<file path="src/rtl/a2d_round_robin_intf.sv">
// SPI master front-end for an ADC128S-style converter. It converts four channels
// in a fixed rotation and holds the latest 12-bit result of each channel.
module a2d_round_robin_intf #(
  parameter int unsigned CNT_W      = 14,
  parameter int unsigned SCLK_DIV_W = 5,
  parameter logic [2:0]  CH_BATT    = 3'd0,
  parameter logic [2:0]  CH_CURR    = 3'd1,
  parameter logic [2:0]  CH_BRAKE   = 3'd3,
  parameter logic [2:0]  CH_TORQUE  = 3'd4
) (
  input  logic        clk,
  input  logic        rst_n,
  input  logic        MISO,
  output logic        SS_n,
  output logic        SCLK,
  output logic        MOSI,
  output logic [11:0] batt,
  output logic [11:0] curr,
  output logic [11:0] brake,
  output logic [11:0] torque
);

  typedef enum logic [1:0] {IDLE, CMD, PAUSE, READ} state_t;

  localparam logic [SCLK_DIV_W-1:0] DIV_PRE = {2'b10, {(SCLK_DIV_W-2){1'b1}}};
  localparam logic [SCLK_DIV_W-1:0] DIV_SMP = {1'b0, {(SCLK_DIV_W-1){1'b1}}};
  localparam logic [SCLK_DIV_W-1:0] DIV_SHF = '1;
  localparam logic [SCLK_DIV_W-1:0] DIV_ONE = {{(SCLK_DIV_W-1){1'b0}}, 1'b1};
  localparam logic [CNT_W-1:0]      CNT_ONE = {{(CNT_W-1){1'b0}}, 1'b1};

  state_t                r_state;
  state_t                w_state_nxt;
  logic [CNT_W-1:0]      cnt;
  logic [SCLK_DIV_W-1:0] r_div;
  logic [15:0]           r_shift;
  logic                  r_miso_smp;
  logic [4:0]            r_bits;
  logic                  r_ss_n;
  logic [1:0]            r_ptr;
  logic [11:0]           r_batt;
  logic [11:0]           r_curr;
  logic [11:0]           r_brake;
  logic [11:0]           r_torque;

  logic                  w_active;
  logic                  w_start;
  logic                  w_done;
  logic [2:0]            w_chan;
  logic [15:0]           w_shift_nxt;

  always_comb begin
    w_active    = (r_state == CMD) || (r_state == READ);
    w_done      = w_active && (r_div == DIV_SHF) && (r_bits == 5'd16);
    w_start     = ((r_state == IDLE) && (cnt == '1)) || (r_state == PAUSE);
    w_shift_nxt = {r_shift[14:0], r_miso_smp};
    case (r_ptr)
      2'd0:    w_chan = CH_BATT;
      2'd1:    w_chan = CH_CURR;
      2'd2:    w_chan = CH_BRAKE;
      default: w_chan = CH_TORQUE;
    endcase
  end

  always_comb begin
    w_state_nxt = r_state;
    case (r_state)
      IDLE:    if (cnt == '1) w_state_nxt = CMD;
      CMD:     if (w_done) w_state_nxt = PAUSE;
      PAUSE:   w_state_nxt = READ;
      READ:    if (w_done) w_state_nxt = IDLE;
      default: w_state_nxt = IDLE;
    endcase
  end

  always_ff @(posedge clk) begin
    if (rst_n) begin
      r_state <= IDLE;
      cnt     <= '0;
    end else begin
      r_state <= w_state_nxt;
      cnt     <= cnt + CNT_ONE;
    end
  end

  // The first divider wrap is the front porch: no bit has been sampled yet, so no shift.
  always_ff @(posedge clk) begin
    if (rst_n) begin
      r_ss_n     <= 1'b1;
      r_div      <= DIV_PRE;
      r_shift    <= '0;
      r_miso_smp <= 1'b0;
      r_bits     <= '0;
    end else if (w_start) begin
      r_ss_n  <= 1'b0;
      r_div   <= DIV_PRE;
      r_shift <= {2'b00, w_chan, 11'h000};
      r_bits  <= '0;
    end else if (w_done) begin
      r_ss_n  <= 1'b1;
      r_div   <= DIV_PRE;
      r_shift <= w_shift_nxt;
    end else if (w_active) begin
      r_div <= r_div + DIV_ONE;
      if (r_div == DIV_SMP) begin
        r_miso_smp <= MISO;
        r_bits     <= r_bits + 5'd1;
      end
      if ((r_div == DIV_SHF) && (r_bits != 5'd0))
        r_shift <= w_shift_nxt;
    end
  end

  always_ff @(posedge clk) begin
    if (rst_n) begin
      r_ptr    <= '0;
      r_batt   <= '0;
      r_curr   <= '0;
      r_brake  <= '0;
      r_torque <= '0;
    end else if (w_done && (r_state == READ)) begin
      case (r_ptr)
        2'd0:    r_batt   <= w_shift_nxt[11:0];
        2'd1:    r_curr   <= w_shift_nxt[11:0];
        2'd2:    r_brake  <= w_shift_nxt[11:0];
        default: r_torque <= w_shift_nxt[11:0];
      endcase
      r_ptr <= r_ptr + 2'd1;
    end
  end

  assign SS_n   = r_ss_n;
  assign SCLK   = r_div[SCLK_DIV_W-1];
  assign MOSI   = ~r_ss_n & r_shift[15];
  assign batt   = r_batt;
  assign curr   = r_curr;
  assign brake  = r_brake;
  assign torque = r_torque;

endmodule

</file>
<file path="config.mk">
export PLATFORM = sky130hd
export DESIGN_NAME = a2d_round_robin_intf
export DESIGN_NICKNAME = d
export VERILOG_FILES = /design/src/rtl/a2d_round_robin_intf.sv
export SDC_FILE = /design/constraint.sdc
export NUM_CORES = 1
export LEC_CHECK = 0
export ABC_AREA = 1
export ABC_CLOCK_PERIOD_IN_PS = 4700
export CAP_MARGIN = 10
export CORE_ASPECT_RATIO = 1.75
export CORE_MARGIN = 1
export CORE_UTILIZATION = 45
export CTS_BUF_LIST = sky130_fd_sc_hd__clkbuf_16
export DETAILED_ROUTE_END_ITERATION = 8
export HOLD_SLACK_MARGIN = 0.05
export PLACE_DENSITY = 0.65
export SLEW_MARGIN = 20
export SYNTH_ARGS = -nofsm -noshare
export SYNTH_HDL_FRONTEND = slang
export SYNTH_SLANG_ARGS = --single-unit
</file>
<file path="constraint.sdc">
create_clock -name clk -period 4.7 [get_ports clk]
set_input_delay 0.94 -clock clk [delete_from_list [all_inputs] [get_ports clk]]
set_output_delay 0.94 -clock clk [all_outputs]
set_load 0.01 [all_outputs]
</file>
==> Word level (Yosys, flattened, before mapping) <==
Index checks and enable logic that the tools add are counted.
{ "word_totals": {"elab_cells": 72, "output_inout_bits": 51, "register_bits": 94, "input_bits": 3} }
{ "op_classes": {"addsub": 4, "bitwise_logic": 5, "mux": 11, "n_eq_ne": 12, "reduce_logical": 27} }
{ "op_table": {"columns": ["operator", "count"], "rows": [
  ["$mux W16", 3],
  ["$add A14 B1 Y14 const B", 1],
  ["$eq A14 B14 Y1 const B", 1],
  ["$mux W14", 1],
  ["$reduce_and A2 Y1", 6],
  ["$add A5 B1 Y5 const B", 2],
  ["$eq A5 B5 Y1 const B", 2],
  ["$pmux W3 S3", 1],
  ["$pmux W2 S4", 1],
  ["$eq A2 B2 Y1 const B", 3],
  ["$mux W2", 3],
  ["$reduce_and A3 Y1", 2],
  ["$reduce_bool A2 Y1", 3],
  ["$reduce_bool A3 Y1", 2],
  ["$reduce_or A3 Y1", 2],
  ["$eq A5 B4 Y1 const B", 1],
  ["$logic_and A1 B1 Y1", 5],
  ["$reduce_bool A5 Y1", 1],
  ["$eq A2 B1 Y1 const B", 2],
  ["$logic_not A2 Y1", 2],
  ["$ne A2 B2 Y1 const B", 2],
  ["$not A1 Y1", 4],
  ["$reduce_and A4 Y1", 1],
  ["$add A2 B1 Y2 const B", 1],
  ["other kinds (5)", 7]
]} }

==> Depth between registers and ports, before layout <==
Gate-level depths: netlist of run 1.
{ "depth": {"depth_word": 6, "ltp_mapped": 14, "depth_no_buf": 13} }

==> Worst setup path after synthesis of run 1 <==
No wires, ideal clock.
{ "synth_timing": {"path_type": "register to register", "startpoint": "register r_div[0]", "endpoint": "register r_batt[10], in the netlist batt[10]", "arrival_ns": 1.792, "t_required_ns": 4.584, "synth_period_minus_slack_ns": 1.908, "n_path_buf": 1, "path_stages_with_launch": 15, "slack_ns": 2.792, "setup_ns": 0.116, "path_cell_list": "dfxtp_1 > ha_1 > nand2_1 > nor2_1 > ha_1 > inv_1 > nor2_4 > nand3_2 > inv_2 > nand2_4 > nor2_4 > inv_1 > buf_6 > nor2_1 > nor2_1"} }
{ "synth_via": {"elab_chain_len": 5} }
{ "synth_lines": {"columns": ["element", "line_no", "source"], "rows": [
  ["start, declared", "34", "logic [SCLK_DIV_W-1:0] r_div;"],
  ["start signal, assigned", "103", "r_div <= r_div + DIV_ONE;"],
  ["$eq A5 B5 Y1", "53", "w_done = w_active && (r_div == DIV_SHF) && (r_bits == 5'd16);"],
  ["$logic_and A1 B1 Y1 (2 in a row)", "53", null],
  ["$logic_and A1 B1 Y1", "120", "end else if (w_done && (r_state == READ)) begin"],
  ["$reduce_and A2 Y1 (no source line)", null, null],
  ["end signal, assigned", "122", "2'd0: r_batt <= w_shift_nxt[11:0];"],
  ["end, declared", "40", "logic [11:0] r_batt;"]
]} }
Every way passes these cells.
A chain may end at the register's enable or synchronous reset.

==> Worst setup path after layout of run 1 <==
{ "layout_timing": {"startpoint": "register r_div[0]", "endpoint": "register r_torque[3], in the netlist torque[3]"} }
{ "layout_via": {"elab_chain_len": 5} }
{ "layout_lines": {"columns": ["element", "line_no", "source"], "rows": [
  ["$eq A5 B5 Y1", "53", null],
  ["$logic_and A1 B1 Y1 (2 in a row)", "53", null],
  ["$logic_and A1 B1 Y1", "120", null],
  ["$reduce_and A2 Y1 (no source line)", null, null],
  ["end signal, assigned", "125", "default: r_torque <= w_shift_nxt[11:0];"],
  ["end, declared", "43", "logic [11:0] r_torque;"]
]} }
Every way passes these cells.

==> metrics.md, run 1 <==
| Metric | Value |
|---|---|
| Clk sinks | `94` |
| Critical path arrival | `2.92 ns` |
| GRT overflow | `0` |
| Num rows | `44` |
| Ant diodes | `0` |
| Tmin final | `2.688 ns` |
| Die Y | `125.1 um` |
| Post-Synth XOR/XNOR Area | `0.02022` |
| Largest net degree at the start of global routing | `61` |
| Clock-pin slew on the worst setup and hold paths | `0.06 ns` |
| CTS buffer count | `9` |
| Slew of the pin with the lowest slew margin | `0.6821 ns` |
| WL final | `8.501 mm` |
| Drt wl/cell | `12.59 um` |
| Area contributors post-synth | `dfxtp_1, nor2_1, nand2_1` |
| Post-synthesis area per instance | `7.642 um^2` |
| Placer Congestion | `0.7961` |
| RSZ-0062 raised after global routing | `false` |
| Hold Fails Final Rpt | `0` |
| Synth Flop Type | `dfxtp_1` |
| Post-synth top area cell | `dfxtp_1` |
| PwrDens | `344.0 mW/mm^2` |
| Initial antenna violation count | `0` |
| CTS tree | `yes` |
| Leak pwr | `0.002049 uW` |
| Setup Buffers After CTS | `0` |
| Simple-gate portion of the synthesized area | `0.2597` |
| Final antenna-violating net count | `0` |
| Vias in the first global route | `2993` |
| Final Cycle Share | `0.5719` |
| Layout area overhead | `23.11%` |
| Sequential area share after synthesis | `0.4828` |
| Worst-Skew Late Latency | `0.34 ns` |
| PortBufs | `53` |
| H-tree Lvls | `3` |
| CTS-repair resized insts | `0` |
| Initial detailed-routing violation count | `205` |
| DPL Wire Length | `5.714 mm` |
| Final slew viol count | `0` |
| Post-route core utilization | `0.5734` |
| Crit end category | `flip-flop` |
| Worst clock skew | `0.007086 ns` |
| Distinct cells, synth | `25` |
| F_max | `0.3720 GHz` |
| Synthesized area | `0.003897 mm^2` |
| GRT Overall Usage | `0.2012` |
| Clock Path Buffers | `2` |
| First-pass GRT wire length | `14.15 mm` |
| Max-capacitance violation count | `0` |
| CP Class | `flip-flop to flip-flop` |
| Worst VDD drop | `0.2056 mV` |
| Relative slew slack | `0.5442` |
| Final setup vio count | `0` |
| Post-Syn Instances | `510` |
| Number of flops mapped to enable cells by yosys | `0` |
| Largest family of logic cells by synthesized area | `simple AND/OR/NAND/NOR gates` |
| Post-synthesis mux area share | `0` |
| Die area | `0.009052 mm^2` |
| Hold WC Path Type | `flip-flop to flip-flop` |
| Share of the synthesized area in the top cell type | `0.4828` |
| Initial Utilization | `0.4658` |
| DRC violations left | `0` |
| Post-Synthesis Net Count | `527` |
| Core area | `0.008368 mm^2` |
| FILL cells | `810` |
| Critical path required time | `4.93 ns` |
| Final nets | `572` |
| Setup TNS after final layout | `0 ns` |
| Setup crit start kind | `flip-flop` |
| Share of layout cells above drive strength 1 | `0.04821` |
| Die W | `72.35 um` |
| CTS Hold Bufs | `0` |
| # IOs | `54` |
| Critical path peak fanout | `18` |
| Top-count cell post-synth | `nor2_1` |
| Drt pass-1 iters | `4` |
| Synth Area in Compound Gates | `0.1136` |
| #FFs+latches synth | `94` |
| Most frequent cells after synthesis | `nor2_1, dfxtp_1, nand2_1` |
| Synthesized-area fraction occupied by adder cells | `0.04494` |
| Root buffer cell | `clkbuf_16` |
| Vias per cell | `4.877` |
| Vias | `3292` |
| Syn. warnings | `0` |
| Status | `complete, no violations` |
| Async S/R FF share, synth | `0` |
==> worst max-delay path, cell delays in order (launching register included) <==
cell and delay (ns):
dfxtp_1 0.37, ha_1 0.18, nand2_1 0.05, nor2_1 0.15, ha_1 0.19, inv_1 0.06
nor2_4 0.36, nand3_2 0.13, inv_2 0.12, nand2_4 0.12, nor2_4 0.32, inv_1 0.30
nor2_1 0.18, nor2_1 0.06
==> per-stage QoR <==
| stage | hold WS, ns | worst slack [ns] | total power [uW] | std cells | instance area [um^2] |
|---|---|---|---|---|---|
| floorplan | 0.4175 | 2.792 | 832.9 | 510 | 3897 |
| global placement | 0.4328 | 1.940 | 838.2 | 659 | 4453 |
| detailed placement | 0.4397 | 1.921 | 838.5 | 659 | 4453 |
| CTS | 0.4523 | 1.954 | 1667 | 675 | 4798 |
| global route | 0.4874 | 1.661 | 1706 | 675 | 4798 |
| finish | 0.4537 | 2.012 | 1651 | 675 | 4798 |
==> report_power, final <==
group / switching (uW) / total, uW / internal (uW) / leakage (uW)
Sequential: 1.33 / 800 / 798 / 0.000758
Clock: 309 / 830 / 522 / 0.000166
Combinational: 14.7 / 20.5 / 5.76 / 0.00112
Total: 325 / 1650 / 1330 / 0.00205
==> layer usage <==
metal  wire length [um]  global-route usage  vias up
met2               4287              0.3370       49
met1               3858              0.2473     1519
li1                   -                   -     1718
met5                  0                   0        -
met3                241             0.04029        6
met4                113             0.08189        0
==> path summary, 6_finish.rpt <==
kind | from | end | slack [ns] | cells past startpoint
setup / recovery | r_div[0] | torque[3] | 2.01 | 13
hold / removal | cnt[0] | cnt[0] | 0.45 | 1
setup reg to reg | r_div[0] | torque[3] | 2.01 | 13
hold reg to reg | cnt[0] | cnt[0] | 0.45 | 1
==> placed cells by master (no fill, tap or decap), types with 7 or more instances in the layout <==
cell type        netlist  layout
nor2_1               121     121
dfxtp_1               94      94
nand2_1               61      61
clkdlybuf4s50_1        0      53
inv_1                 46      46
o21ai_0               39      39
nand3_1               33      33
a21oi_1               29      29
o21ai_1               19      19
ha_1                  14      14
clkbuf_16              0       9
xor2_1                 8       8
nor3_1                 7       7
==> cell families after synthesis <==
group           after synthesis
simple gates                237
xor+xnor                      9
compound gates               88
buf+inv                      68
fa+ha+maj                    14
flops                        94
==> final cells by class <==
cell class	instances	area [um^2]	area share
clock inverters	7	120.1	0.02503
well taps	115	143.9	0.02999
flip-flops and latches	94	1882	0.3922
inverters	48	180.2	0.03755
repair buffers	54	538.0	0.1121
multi-input cells	348	1709	0.3562
clock buffers	9	225.2	0.04694
==> flip-flops by register name (all words and copies together), names as in the netlist <==
| register | cells |
|---|---|
| r_bits | 5 |
| batt | 12 |
| curr | 12 |
| r_miso_smp | 1 |
| SS_n | 1 |
| torque | 12 |
| r_shift | 16 |
| r_ptr | 2 |
| r_state | 2 |
| brake | 12 |
| cnt | 14 |
| r_div | 5 |
Note: power is estimated with default switching activity, not from simulation.
==> run 2: changes to the inputs <==
--- a/config.mk
+++ b/config.mk
@@ -6,7 +6,7 @@
 export NUM_CORES = 1
 export LEC_CHECK = 0
 export ABC_AREA = 1
-export ABC_CLOCK_PERIOD_IN_PS = 4700
+export ABC_CLOCK_PERIOD_IN_PS = 2480
 export CAP_MARGIN = 10
 export CORE_ASPECT_RATIO = 1.75
 export CORE_MARGIN = 1
==> constraint.sdc (replaced) <==
create_clock -name clk -period 2.48 [get_ports clk]
set_input_delay 0.496 -clock clk [delete_from_list [all_inputs] [get_ports clk]]
set_output_delay 0.496 -clock clk [all_outputs]
set_load 0.01 [all_outputs]
==> metrics.md, run 2 (synthesis gave the netlist of run 1 again) <==
| Metric | Value |
|---|---|
| Status | `complete, no violations` |
| Relative slew slack | `0.6311 (+0.08692)` |
| Slowest cell on the critical path | `dfxtp_1` |
| Multi-input gate area | `0.001709 mm^2 (unchanged)` |
| First-pass GRT wire length | `15.12 mm (+6.9%)` |
| Setup TNS after final layout | `0 ns (unchanged)` |
| Clock Power Share | `0.466 (-0.037)` |
| CTS tree | `yes` |
| Sw Pwr | `617.8 uW (+90%)` |
| Ant diodes | `0 (unchanged)` |
| Clk sinks | `94 (unchanged)` |
| Hold path depth | `1 (unchanged)` |
| CP bufs+invs | `3 (unchanged)` |
| Worst clock skew | `0.007099 ns (+0.00001310 ns)` |
| Final antenna-violating net count | `0 (unchanged)` |
| Slew of the pin with the lowest slew margin | `0.5520 ns (-0.1301 ns)` |
| Critical path arrival | `2.47 ns (-0.45 ns)` |
| Initial detailed-routing violation count | `264 (+29%)` |
| Critical path required time | `2.72 ns (-2.21 ns)` |
| Final setup vio count | `0 (unchanged)` |
| Int Pwr | `2303 uW (+74%)` |
| Die Y | `125.1 um (unchanged)` |
| Critical path, cell by cell | `ha_1, nand2_1, nor2_1, ha_1, inv_1, nor2_4, nand3_2, inv_2, nand2_4, nor2_4, clkinvlp_4, nor2_1, nor2_1` |
| Seq. cell area | `0.001882 mm^2 (unchanged)` |
| WL final | `9.085 mm (+6.9%)` |
| Crit end category | `flip-flop` |
| # IOs | `54 (unchanged)` |
| Placer Congestion | `0.7824 (-1.7%)` |
| DRC violations left | `0 (unchanged)` |
| Share of layout cells above drive strength 1 | `0.06643 (+0.01822)` |
| Vias in the first global route | `3154 (+5.4%)` |
| Final nets | `584 (+2.1%)` |
| Hold WC Path Type | `flip-flop to flip-flop` |
| Largest net degree at the start of global routing | `49 (-20%)` |
| Hold Path Sink | `cnt[0]` |
| Initial Utilization | `0.4658 (unchanged)` |
| Max reg flops | `16 (unchanged)` |
| Die W | `72.35 um (unchanged)` |
| Crit-path leading delay family | `simple AND/OR/NAND/NOR gates` |
| Worst-Skew Late Latency | `0.35 ns (about the same)` |
| Core area | `0.008368 mm^2 (unchanged)` |
| CP peak stage delay | `0.37 ns (about the same)` |
| Switch share | `0.2115 (+0.01463)` |
| Tmin final | `2.225 ns (-0.4627 ns)` |
| Worst VDD drop | `0.4015 mV (+95%)` |
| Worst r2r src | `r_div[0]` |
| Vias per cell | `4.945 (+1.4%)` |
| GRT Overall Usage | `0.2158 (+0.01459)` |
| Most frequent cells in the layout | `nor2_1, dfxtp_1, nand2_1` |
| Final hold slack | `0.4507 ns (-0.002945 ns)` |
| RSZ-0062 raised after global routing | `false` |
| Most common cell after layout, fill and taps aside | `nor2_1` |
| Startpoint of the worst hold path | `cnt[0]` |
| Gate power share | `0.015 (+0.003)` |
| Setup crit start kind | `flip-flop` |
| Layout area overhead | `24.11%` |
| Vias | `3397 (+3.2%)` |
| PwrDens | `603.7 mW/mm^2 (+76%)` |
| Clock Path Buffers | `2 (unchanged)` |
| Sequential fraction of design power | `0.519 (+0.035)` |
| Path depth of the worst reg2reg path | `13 (unchanged)` |
| Num rows | `44 (unchanged)` |
| CP Class | `flip-flop to flip-flop` |
| Final slew viol count | `0 (unchanged)` |
| Drt pass-1 iters | `4 (unchanged)` |
| Final Cycle Share | `0.8973 (+0.3254)` |
| DPL Wire Length | `6.293 mm (+10%)` |
| RR Endpoint | `batt[9]` |
| Biggest regs | `r_shift x16, cnt x14` |
| H-tree Lvls | `3 (unchanged)` |
| Critical path peak fanout | `8 (-10)` |
| Clock-pin slew on the worst setup and hold paths | `0.06 ns (about the same)` |
| GRT overflow | `0 (unchanged)` |
| Worst path most repeated cell | `nor2_1` |
| Largest Register | `r_shift` |
| FILL cells | `830 (+2.5%)` |
| Drt wl/cell | `13.22 um (+5.0%)` |
| Initial antenna violation count | `0 (unchanged)` |
| Max-capacitance violation count | `0 (unchanged)` |
| R2r setup slk | `0.25 ns (-1.76 ns)` |
| Die area | `0.009052 mm^2 (unchanged)` |
| CTS buffer count | `9 (unchanged)` |
| Hold Fails Final Rpt | `0 (unchanged)` |
| F_max | `0.4494 GHz (+21%)` |
| PortBufs | `53 (unchanged)` |
| Root buffer cell | `clkbuf_16` |
| Leak pwr | `0.002088 uW (+1.9%)` |
run 2: cell types whose count changed in the layout (fill, tap and decap cells not counted):
cell        previous run  this run
buf_4                  1        12
bufinv_16              3         1
clkinv_1               1         2
clkinv_2               1         2
clkinvlp_4             1         2
run 2: through the flow:
stage	setup WS (ns)	total power (uW)	utilization	cell area, um^2	std cells
after global routing	0.02831	3007	0.5781	4837	687
final	0.2548	2920	0.5781	4837	687
after detailed placement	0.2331	1593	0.5393	4513	667
after global placement	0.3698	1592	0.5393	4513	667
after CTS	0.2329	2936	0.5740	4803	683
after floorplan	0.5724	1578	-	3897	510
run 2: cell type report:
type / instances / area share
Inverter: 48 / 0.03802
Multi-Input combinational cell: 348 / 0.3533
Timing Repair inverter: 1 / 0.001552
Timing Repair Buffer: 65 / 0.1283
Sequential cell: 94 / 0.3890
Tap cell: 115 / 0.02975
Clock inverter: 7 / 0.01345
Clock buffer: 9 / 0.04656
run 2: routing by layer:
| metal | global-route usage | routed length (um) | share of wire | up-vias |
|---|---|---|---|---|
| met5 | 0 | 0 | 0 | - |
| met4 | 0.09343 | 211 | 0.023 | 0 |
| met3 | 0.04593 | 313 | 0.034 | 14 |
| met2 | 0.3606 | 4609 | 0.51 | 73 |
| met1 | 0.2618 | 3951 | 0.43 | 1568 |
| li1 | - | - | - | 1742 |
run 2: timing repair:
| item | in CTS | in global routing |
|---|---|---|
| buffers inserted | 0 | 3 |
| gates resized for setup | 0 | 2 |
| hold buffers | 0 | 0 |
| endpoints found under the setup margin | 0 | 4 |
run 2: worst max path at each step:
stage	startpoint	endpoint	slack, ns	cells after the start
2_1_floorplan	r_div[0]	batt[10]	0.57	14
3_3_place_gp	r_div[0]	batt[8]	0.37	13
3_5_place_dp	r_div[0]	batt[9]	0.23	13
4_1_cts	r_div[0]	batt[9]	0.23	13
5_1_grt	r_div[0]	curr[0]	0.03	13
6_report	r_div[0]	batt[9]	0.25	13
run 2: power by group through the flow:
stage | combinational (uW) | clock [uW] | sequential (uW)
after floorplan | 29.0 | 0 | 1550
after global placement | 42.2 | 0 | 1550
after detailed placement | 42.8 | 0 | 1550
after CTS | 43.0 | 1380 | 1520
after global routing | 49.2 | 1440 | 1520
final | 42.8 | 1360 | 1520
run 2: worst register-to-register path: stages, from the launching register on:
cell and delay, ns:
dfxtp_1 0.37, ha_1 0.18, nand2_1 0.06, nor2_1 0.13, ha_1 0.19, inv_1 0.07
nor2_4 0.11, nand3_2 0.08, inv_2 0.11, nand2_4 0.12, nor2_4 0.28, clkinvlp_4 0.22
nor2_1 0.14, nor2_1 0.06
